### src/rtl/seq_det_pkg.sv
// -----------------------------------------------------------------------------
// seq_det_pkg
// Shared types and defaults for the shared "101" serial pattern detector.
//   state_t      : arbiter FSM state encoding (IDLE / STREAM / REPORT)
//   DEF_PAT_W    : default pattern length in bits
//   DEF_PATTERN  : default pattern, first-received bit in the MSB
// Optional build macro used by seq_det_core: SEQDET_OVERLAP_EN
// -----------------------------------------------------------------------------
package seq_det_pkg;

    typedef enum logic [1:0] {
        IDLE   = 2'd0,
        STREAM = 2'd1,
        REPORT = 2'd2
    } state_t;

    localparam int                   DEF_PAT_W   = 3;
    localparam logic [DEF_PAT_W-1:0] DEF_PATTERN = 3'b101;

endpackage

### src/rtl/seq_det_core.sv
// -----------------------------------------------------------------------------
// seq_det_core
// Serial pattern detector: shift history + fill counter + saturating match
// counter. One bit is consumed per cycle with shift_en_i high.
// Ports:
//   clk, reset   : clock, synchronous active-high reset
//   clear_i      : restart detection for a new frame (hist/fill/count -> 0)
//   shift_en_i   : accept bit_i this cycle
//   bit_i        : serial data bit
//   match_o      : this cycle's shift completes a pattern (combinational)
//   count_o      : matches seen so far in the frame (registered, saturating)
// Build macro SEQDET_OVERLAP_EN: when defined, matches may overlap (fill is
// kept on a match); otherwise fill restarts after every match.
// -----------------------------------------------------------------------------
import seq_det_pkg::*;

module seq_det_core #(
    parameter int               PAT_W   = DEF_PAT_W,
    parameter logic [PAT_W-1:0] PATTERN = DEF_PATTERN,
    parameter int               CNT_W   = 8
) (
    input  logic             clk,
    input  logic             reset,
    input  logic             clear_i,
    input  logic             shift_en_i,
    input  logic             bit_i,
    output logic             match_o,
    output logic [CNT_W-1:0] count_o
);

    localparam int               FILL_W    = $clog2(PAT_W + 1);
    localparam logic [FILL_W-1:0] FILL_FULL = FILL_W'(PAT_W);

    logic [PAT_W-1:0]  hist_q, hist_d, hist_shift;
    logic [FILL_W-1:0] fill_q, fill_d, fill_inc;
    logic [CNT_W-1:0]  count_q, count_d;

    always_comb begin
        hist_shift = {hist_q[PAT_W-2:0], bit_i};
        // fill counts valid history bits and sticks at PAT_W
        fill_inc   = (fill_q == FILL_FULL) ? FILL_FULL : fill_q + 1'b1;
        match_o    = shift_en_i && !clear_i &&
                     (hist_shift == PATTERN) && (fill_inc == FILL_FULL);

        hist_d  = hist_q;
        fill_d  = fill_q;
        count_d = count_q;

        if (clear_i) begin
            hist_d  = '0;
            fill_d  = '0;
            count_d = '0;
        end else if (shift_en_i) begin
            hist_d = hist_shift;
            fill_d = fill_inc;
            if (match_o) begin
`ifdef SEQDET_OVERLAP_EN
                // keep the history valid so trailing bits can start a new match
                fill_d = fill_inc;
`else
                // consumed bits cannot be reused by the next match
                fill_d = '0;
`endif
                if (count_q != {CNT_W{1'b1}}) begin
                    count_d = count_q + 1'b1;
                end
            end
        end
    end

    always_ff @(posedge clk) begin
        if (reset) begin
            hist_q  <= '0;
            fill_q  <= '0;
            count_q <= '0;
        end else begin
            hist_q  <= hist_d;
            fill_q  <= fill_d;
            count_q <= count_d;
        end
    end

    assign count_o = count_q;

endmodule

### src/rtl/seq_det_arbiter.sv
// -----------------------------------------------------------------------------
// seq_det_arbiter
// Round-robin shares one serial pattern detector among NREQ framed bit
// streams. One requester owns the engine per frame; when the frame's last bit
// is accepted a one-cycle result record tagged with the requester id is
// emitted.
// Ports:
//   clk, reset  : clock, synchronous active-high reset
//   req_valid   : per requester, bit available / frame pending
//   req_bit     : per requester serial data bit
//   req_last    : per requester, current bit closes the frame
//   req_ready   : per requester accept strobe (one-hot or zero)
//   res_valid   : result strobe, one cycle
//   res_id      : requester that owned the reported frame
//   res_count   : matches in the frame (saturating)
//   res_hit     : res_count != 0
//   busy        : engine not idle
// Build macro SEQDET_OVERLAP_EN (in seq_det_core) selects overlapping matches.
// -----------------------------------------------------------------------------
import seq_det_pkg::*;

module seq_det_arbiter #(
    parameter int               NREQ    = 4,
    parameter int               PAT_W   = DEF_PAT_W,
    parameter logic [PAT_W-1:0] PATTERN = DEF_PATTERN,
    parameter int               CNT_W   = 8,
    localparam int              ID_W    = $clog2(NREQ)
) (
    input  logic             clk,
    input  logic             reset,
    input  logic [NREQ-1:0]  req_valid,
    input  logic [NREQ-1:0]  req_bit,
    input  logic [NREQ-1:0]  req_last,
    output logic [NREQ-1:0]  req_ready,
    output logic             res_valid,
    output logic [ID_W-1:0]  res_id,
    output logic [CNT_W-1:0] res_count,
    output logic             res_hit,
    output logic             busy
);

    state_t           state_q;
    logic [ID_W-1:0]  rr_ptr_q;
    logic [ID_W-1:0]  grant_q;
    logic             res_valid_q;
    logic [ID_W-1:0]  res_id_q;
    logic [CNT_W-1:0] res_count_q;
    logic             res_hit_q;

    logic             pick_found;
    logic [ID_W-1:0]  pick_id;
    logic [ID_W:0]    slot;
    logic [ID_W-1:0]  cand;

    logic             hs;
    logic             hs_bit;
    logic             hs_last;
    logic             core_clear;
    logic             core_match;
    logic [CNT_W-1:0] core_count;

    // First requester at or after rr_ptr in circular order. Scanning from the
    // farthest offset down lets the nearest valid one win without a break.
    always_comb begin
        pick_found = 1'b0;
        pick_id    = '0;
        slot       = '0;
        cand       = '0;
        for (int i = NREQ - 1; i >= 0; i--) begin
            slot = {1'b0, rr_ptr_q} + (ID_W + 1)'(i);
            if (slot >= (ID_W + 1)'(NREQ)) begin
                slot = slot - (ID_W + 1)'(NREQ);
            end
            cand = slot[ID_W-1:0];
            if (req_valid[cand]) begin
                pick_found = 1'b1;
                pick_id    = cand;
            end
        end
    end

    always_comb begin
        req_ready = '0;
        if (state_q == STREAM) begin
            req_ready[grant_q] = req_valid[grant_q];
        end
    end

    assign hs         = (state_q == STREAM) && req_valid[grant_q];
    assign hs_bit     = req_bit[grant_q];
    assign hs_last    = req_last[grant_q];
    // Holding the engine cleared while idle guarantees each grant starts fresh.
    assign core_clear = (state_q == IDLE);

    seq_det_core #(
        .PAT_W   (PAT_W),
        .PATTERN (PATTERN),
        .CNT_W   (CNT_W)
    ) u_core (
        .clk        (clk),
        .reset      (reset),
        .clear_i    (core_clear),
        .shift_en_i (hs),
        .bit_i      (hs_bit),
        .match_o    (core_match),
        .count_o    (core_count)
    );

    always_ff @(posedge clk) begin
        if (reset) begin
            state_q     <= IDLE;
            rr_ptr_q    <= '0;
            grant_q     <= '0;
            res_valid_q <= 1'b0;
            res_id_q    <= '0;
            res_count_q <= '0;
            res_hit_q   <= 1'b0;
        end else begin
            res_valid_q <= 1'b0;
            res_id_q    <= '0;
            res_count_q <= '0;
            res_hit_q   <= 1'b0;
            case (state_q)
                IDLE: begin
                    if (pick_found) begin
                        grant_q <= pick_id;
                        state_q <= STREAM;
                    end
                end
                STREAM: begin
                    if (hs && hs_last) begin
                        // The counter register has not yet absorbed a match on
                        // the final bit, so fold it into the snapshot here.
                        state_q     <= REPORT;
                        res_valid_q <= 1'b1;
                        res_id_q    <= grant_q;
                        res_count_q <= (core_match && (core_count != {CNT_W{1'b1}}))
                                       ? core_count + 1'b1 : core_count;
                        res_hit_q   <= core_match || (core_count != '0);
                    end
                end
                REPORT: begin
                    rr_ptr_q <= (grant_q == ID_W'(NREQ - 1)) ? '0 : grant_q + 1'b1;
                    state_q  <= IDLE;
                end
                default: state_q <= IDLE;
            endcase
        end
    end

    assign res_valid = res_valid_q;
    assign res_id    = res_id_q;
    assign res_count = res_count_q;
    assign res_hit   = res_hit_q;
    assign busy      = (state_q != IDLE);

endmodule
### config.mk
export PLATFORM = sky130hd
export DESIGN_NAME = seq_det_arbiter
export DESIGN_NICKNAME = d
export VERILOG_FILES = /design/src/rtl/seq_det_pkg.sv /design/src/rtl/seq_det_core.sv /design/src/rtl/seq_det_arbiter.sv
export SDC_FILE = /design/constraint.sdc
export NUM_CORES = 1
export LEC_CHECK = 0
export CAP_MARGIN = 20
export CORE_UTILIZATION = 30
export CTS_CLUSTER_DIAMETER = 150
export DETAILED_ROUTE_END_ITERATION = 6
export DONT_BUFFER_PORTS = 1
export GPL_TIMING_DRIVEN = 0
export MAX_ROUTING_LAYER = met4
export PLACE_DENSITY_LB_ADDON = 0.1
export SYNTH_ARGS = -nofsm -noshare
export SYNTH_HDL_FRONTEND = slang
export SYNTH_SLANG_ARGS = --single-unit
### constraint.sdc
create_clock -name clk -period 6.8 [get_ports clk]
set_input_delay 2.04 -clock clk [delete_from_list [all_inputs] [get_ports clk]]
set_output_delay 2.04 -clock clk [all_outputs]
set_load 0.03 [all_outputs]
==> results of run 1 <==
==> area by class of cell <==
class / instances / share of cell area, %
buffer: 5 / 1.31
clock buffer: 7 / 4.69
multi-input combinational: 116 / 49.7
inverter: 10 / 2.31
sequential: 30 / 36.9
tap: 67 / 5.15
==> synth_stat cells (2+ instances only) <==
cell | number | share of area, %
nand2b_1 | 4 | 1.7
nor4_1 | 2 | 0.85
or3_1 | 4 | 1.7
o21ai_0 | 3 | 1.0
inv_1 | 10 | 2.6
nand2_1 | 8 | 2.0
dfxtp_1 | 30 | 41
mux4_1 | 2 | 3.6
mux2i_1 | 9 | 6.1
nand3b_1 | 2 | 1.0
ha_1 | 6 | 5.1
and2_1 | 8 | 3.4
or4_1 | 3 | 1.5
o21a_1 | 2 | 1.0
a21oi_1 | 15 | 5.1
and4b_1 | 2 | 1.4
and3_1 | 3 | 1.3
nand3_1 | 9 | 3.1
clkbuf_1 | 2 | 0.51
a31oi_1 | 2 | 0.85
nor3_1 | 7 | 2.4
o31ai_1 | 3 | 1.5
buf_2 | 2 | 0.68
nor2_1 | 12 | 3.1
==> per-stage QoR <==
stage	hold slack [ns]	util, %	instances	instance area [µm²]
final	0.470	34.5	235	1630
after global routing	0.497	34.5	235	1630
after CTS	0.475	34.5	235	1630
after detailed placement	0.473	32.8	228	1550
after global placement	0.461	32.8	228	1550
after floorplan	0.442	-	161	1470
==> layer usage <==
metal	vias to the layer above	global-route usage, %	routed length [µm]
met1	547	16.1	1470
met5	-	-	0
met2	26	23.0	1550
li1	593	-	-
met4	0	5.88	50
met3	6	4.58	138
==> logic make-up (layout without fill, tap and decap cells) <==
family	count (synthesis)	count (layout)	synth area share, %
flops	30	30	40.9
simple gates	67	67	25.7
mux	13	13	12.0
fa+ha+maj	6	6	5.11
buf+inv	15	22	4.01
compound gates	30	30	12.3
==> state kept, by name (all words and copies together), names as in the netlist <==
signal / cells
res_count: 8
u_core.count_o: 8
grant_q: 2
res_id: 2
rr_ptr_q: 2
state_q: 2
u_core.fill_q: 2
u_core.hist_q: 2
res_hit: 1
res_valid: 1
==> report_power, final <==
group | internal, mW | total [mW] | switching (mW)
Combinational | 0.0123 | 0.0328 | 0.0205
Sequential | 0.179 | 0.183 | 0.00403
Clock | 0.0703 | 0.133 | 0.0627
==> critical path, stage by stage <==
cell and delay (ns):
mux4_1 0.55, and3b_1 0.21, buf_2 0.17, and2_1 0.28
==> worst min path at each step <==
| stage | from | cells after the start | slack (ns) | to |
|---|---|---|---|---|
| 6_report | u_core.fill_q[1]$_SDFFE_PP0N_ | 2 | 0.47 | u_core.fill_q[0]$_SDFFE_PP0N_ |
| 4_1_cts | u_core.fill_q[1]$_SDFFE_PP0N_ | 2 | 0.48 | u_core.fill_q[0]$_SDFFE_PP0N_ |
| 2_1_floorplan | u_core.fill_q[1]$_SDFFE_PP0N_ | 2 | 0.44 | u_core.fill_q[0]$_SDFFE_PP0N_ |
| 3_3_place_gp | u_core.fill_q[1]$_SDFFE_PP0N_ | 2 | 0.46 | u_core.fill_q[0]$_SDFFE_PP0N_ |
| 3_5_place_dp | u_core.fill_q[1]$_SDFFE_PP0N_ | 2 | 0.47 | u_core.fill_q[0]$_SDFFE_PP0N_ |
| 5_1_grt | u_core.fill_q[0]$_SDFFE_PP0N_ | 1 | 0.50 | u_core.fill_q[0]$_SDFFE_PP0N_ |
==> metrics.csv, run 1 <==
metric,value,unit
fin_crit,5.29,ns
dp_slack,1.50,ns
ioPinCount,31,
ir_drop,65.8,µV
maxSlewHeadroom,43.4,%
finalSetupViolations,0,
syn_inst,161,
cts-root-buf,clkbuf_8,
crit_required,4.76,ns
yosysWarnings,0,
timing.critical_path.from,req_valid[1],
place_congestion,0.837,
timing.fmax,189,MHz
antenna_found_initial,0,
worst_slew_pin_slew,0.838,ns
num_vias,1172,
reg2reg_slack,4.88,ns
grt_max_degree,11,
design.die.area,5180,µm²
clk_pin_slew,0.06,ns
cts_buffers,5,
wl_per_cell,13.7,µm
netlist_area,1470,µm²
maxSlewViolCount,0,
seqCellArea,601,µm²
ant_nets,0,
fillers,507,
avgViaCountPerCell,4.99,
r2r-start,grant_q[0]$_SDFFE_PP0P_,
antennaDiodeCount,0,
power_density,214,nW/µm²
route.detailed.drc,0,
period_share,77.8,%
die_y,71.9,µm
layout_setup_ws,1.51,ns
grt_use_total,14.1,%
row_count,25,
final_layout_size_suffix_gt1_share,6.55,%
ctsLongestPathBuffers,2,
dieWidth,71.9,µm
clk_latency,0.28,ns
htree_levels,2,
area_growth,10.9,%
cp_max_fo,9,
drt_pass1_iterations,4,
async_flop_share,0,%
routed_wl,3210,µm
grt_pass1_wl,5360,µm
portBuffers,0,
cts_tree,done,
start_kind,input port,
critPathCapture,req_ready[3],
multi_input_area,808,µm²
yosysUniqueCellTypes,35,
hold_class,flop to flop,
ys_ff_latch,30,
grt_setup_unrepaired,false,
finalHoldViolCount,0,
synth_ff_type,dfxtp_1,
leakage,0.587,nW
start_util,31.1,%
drt-initial-drc-count,79,
layout_common_cells,"dfxtp_1, a21oi_1, nor2_1",
dp.final_hpwl,2420,µm
synth_edf_count,0,
r2r.worst_path.cells,4,
postCtsSetupBuffers,0,
cts_hold_buf,0,
finClkSkew,0.00413,ns
p_total,0.348,mW
grt_pass1_vias,1137,
path_class,input port to primary output,
cts.sinks,30,
status,"finished, final reports clean",
cts_resized,0,
synth.net_count,181,
ys_seq_area_share,40.9,%
globalRouteOverflowTotal,0,
crit_path_end_kind,primary output,
core-area,4720,µm²
synth.avg_cell_area,9.12,µm²
drv_cap,0,
nets,188,
crit_arrival,3.25,ns
final_common_cell,dfxtp_1,
reg2reg_to,u_core.count_o[6]$_SDFFE_PP0P_,
fin_tns_setup,0,ns
Power figures use the tool's default switching activity.
==> run 2, diff against run 1 <==
==> constraint.sdc (replaced) <==
create_clock -name clk -period 5 [get_ports clk]
set_input_delay 1.5 -clock clk [delete_from_list [all_inputs] [get_ports clk]]
set_output_delay 1.5 -clock clk [all_outputs]
set_load 0.03 [all_outputs]
==> results of run 2 <==
Same layout as run 1 (identical final DEF). Status: finished, final reports clean.
Among the figures that moved: setup slack after placement 1.50 ns -> 0.785 ns; setup slack after layout 1.51 ns -> 0.789 ns; register-to-register setup slack 4.88 ns -> 3.08 ns; total power 0.348 mW -> 0.474 mW; worst IR drop on VDD 65.8 µV -> 89.4 µV
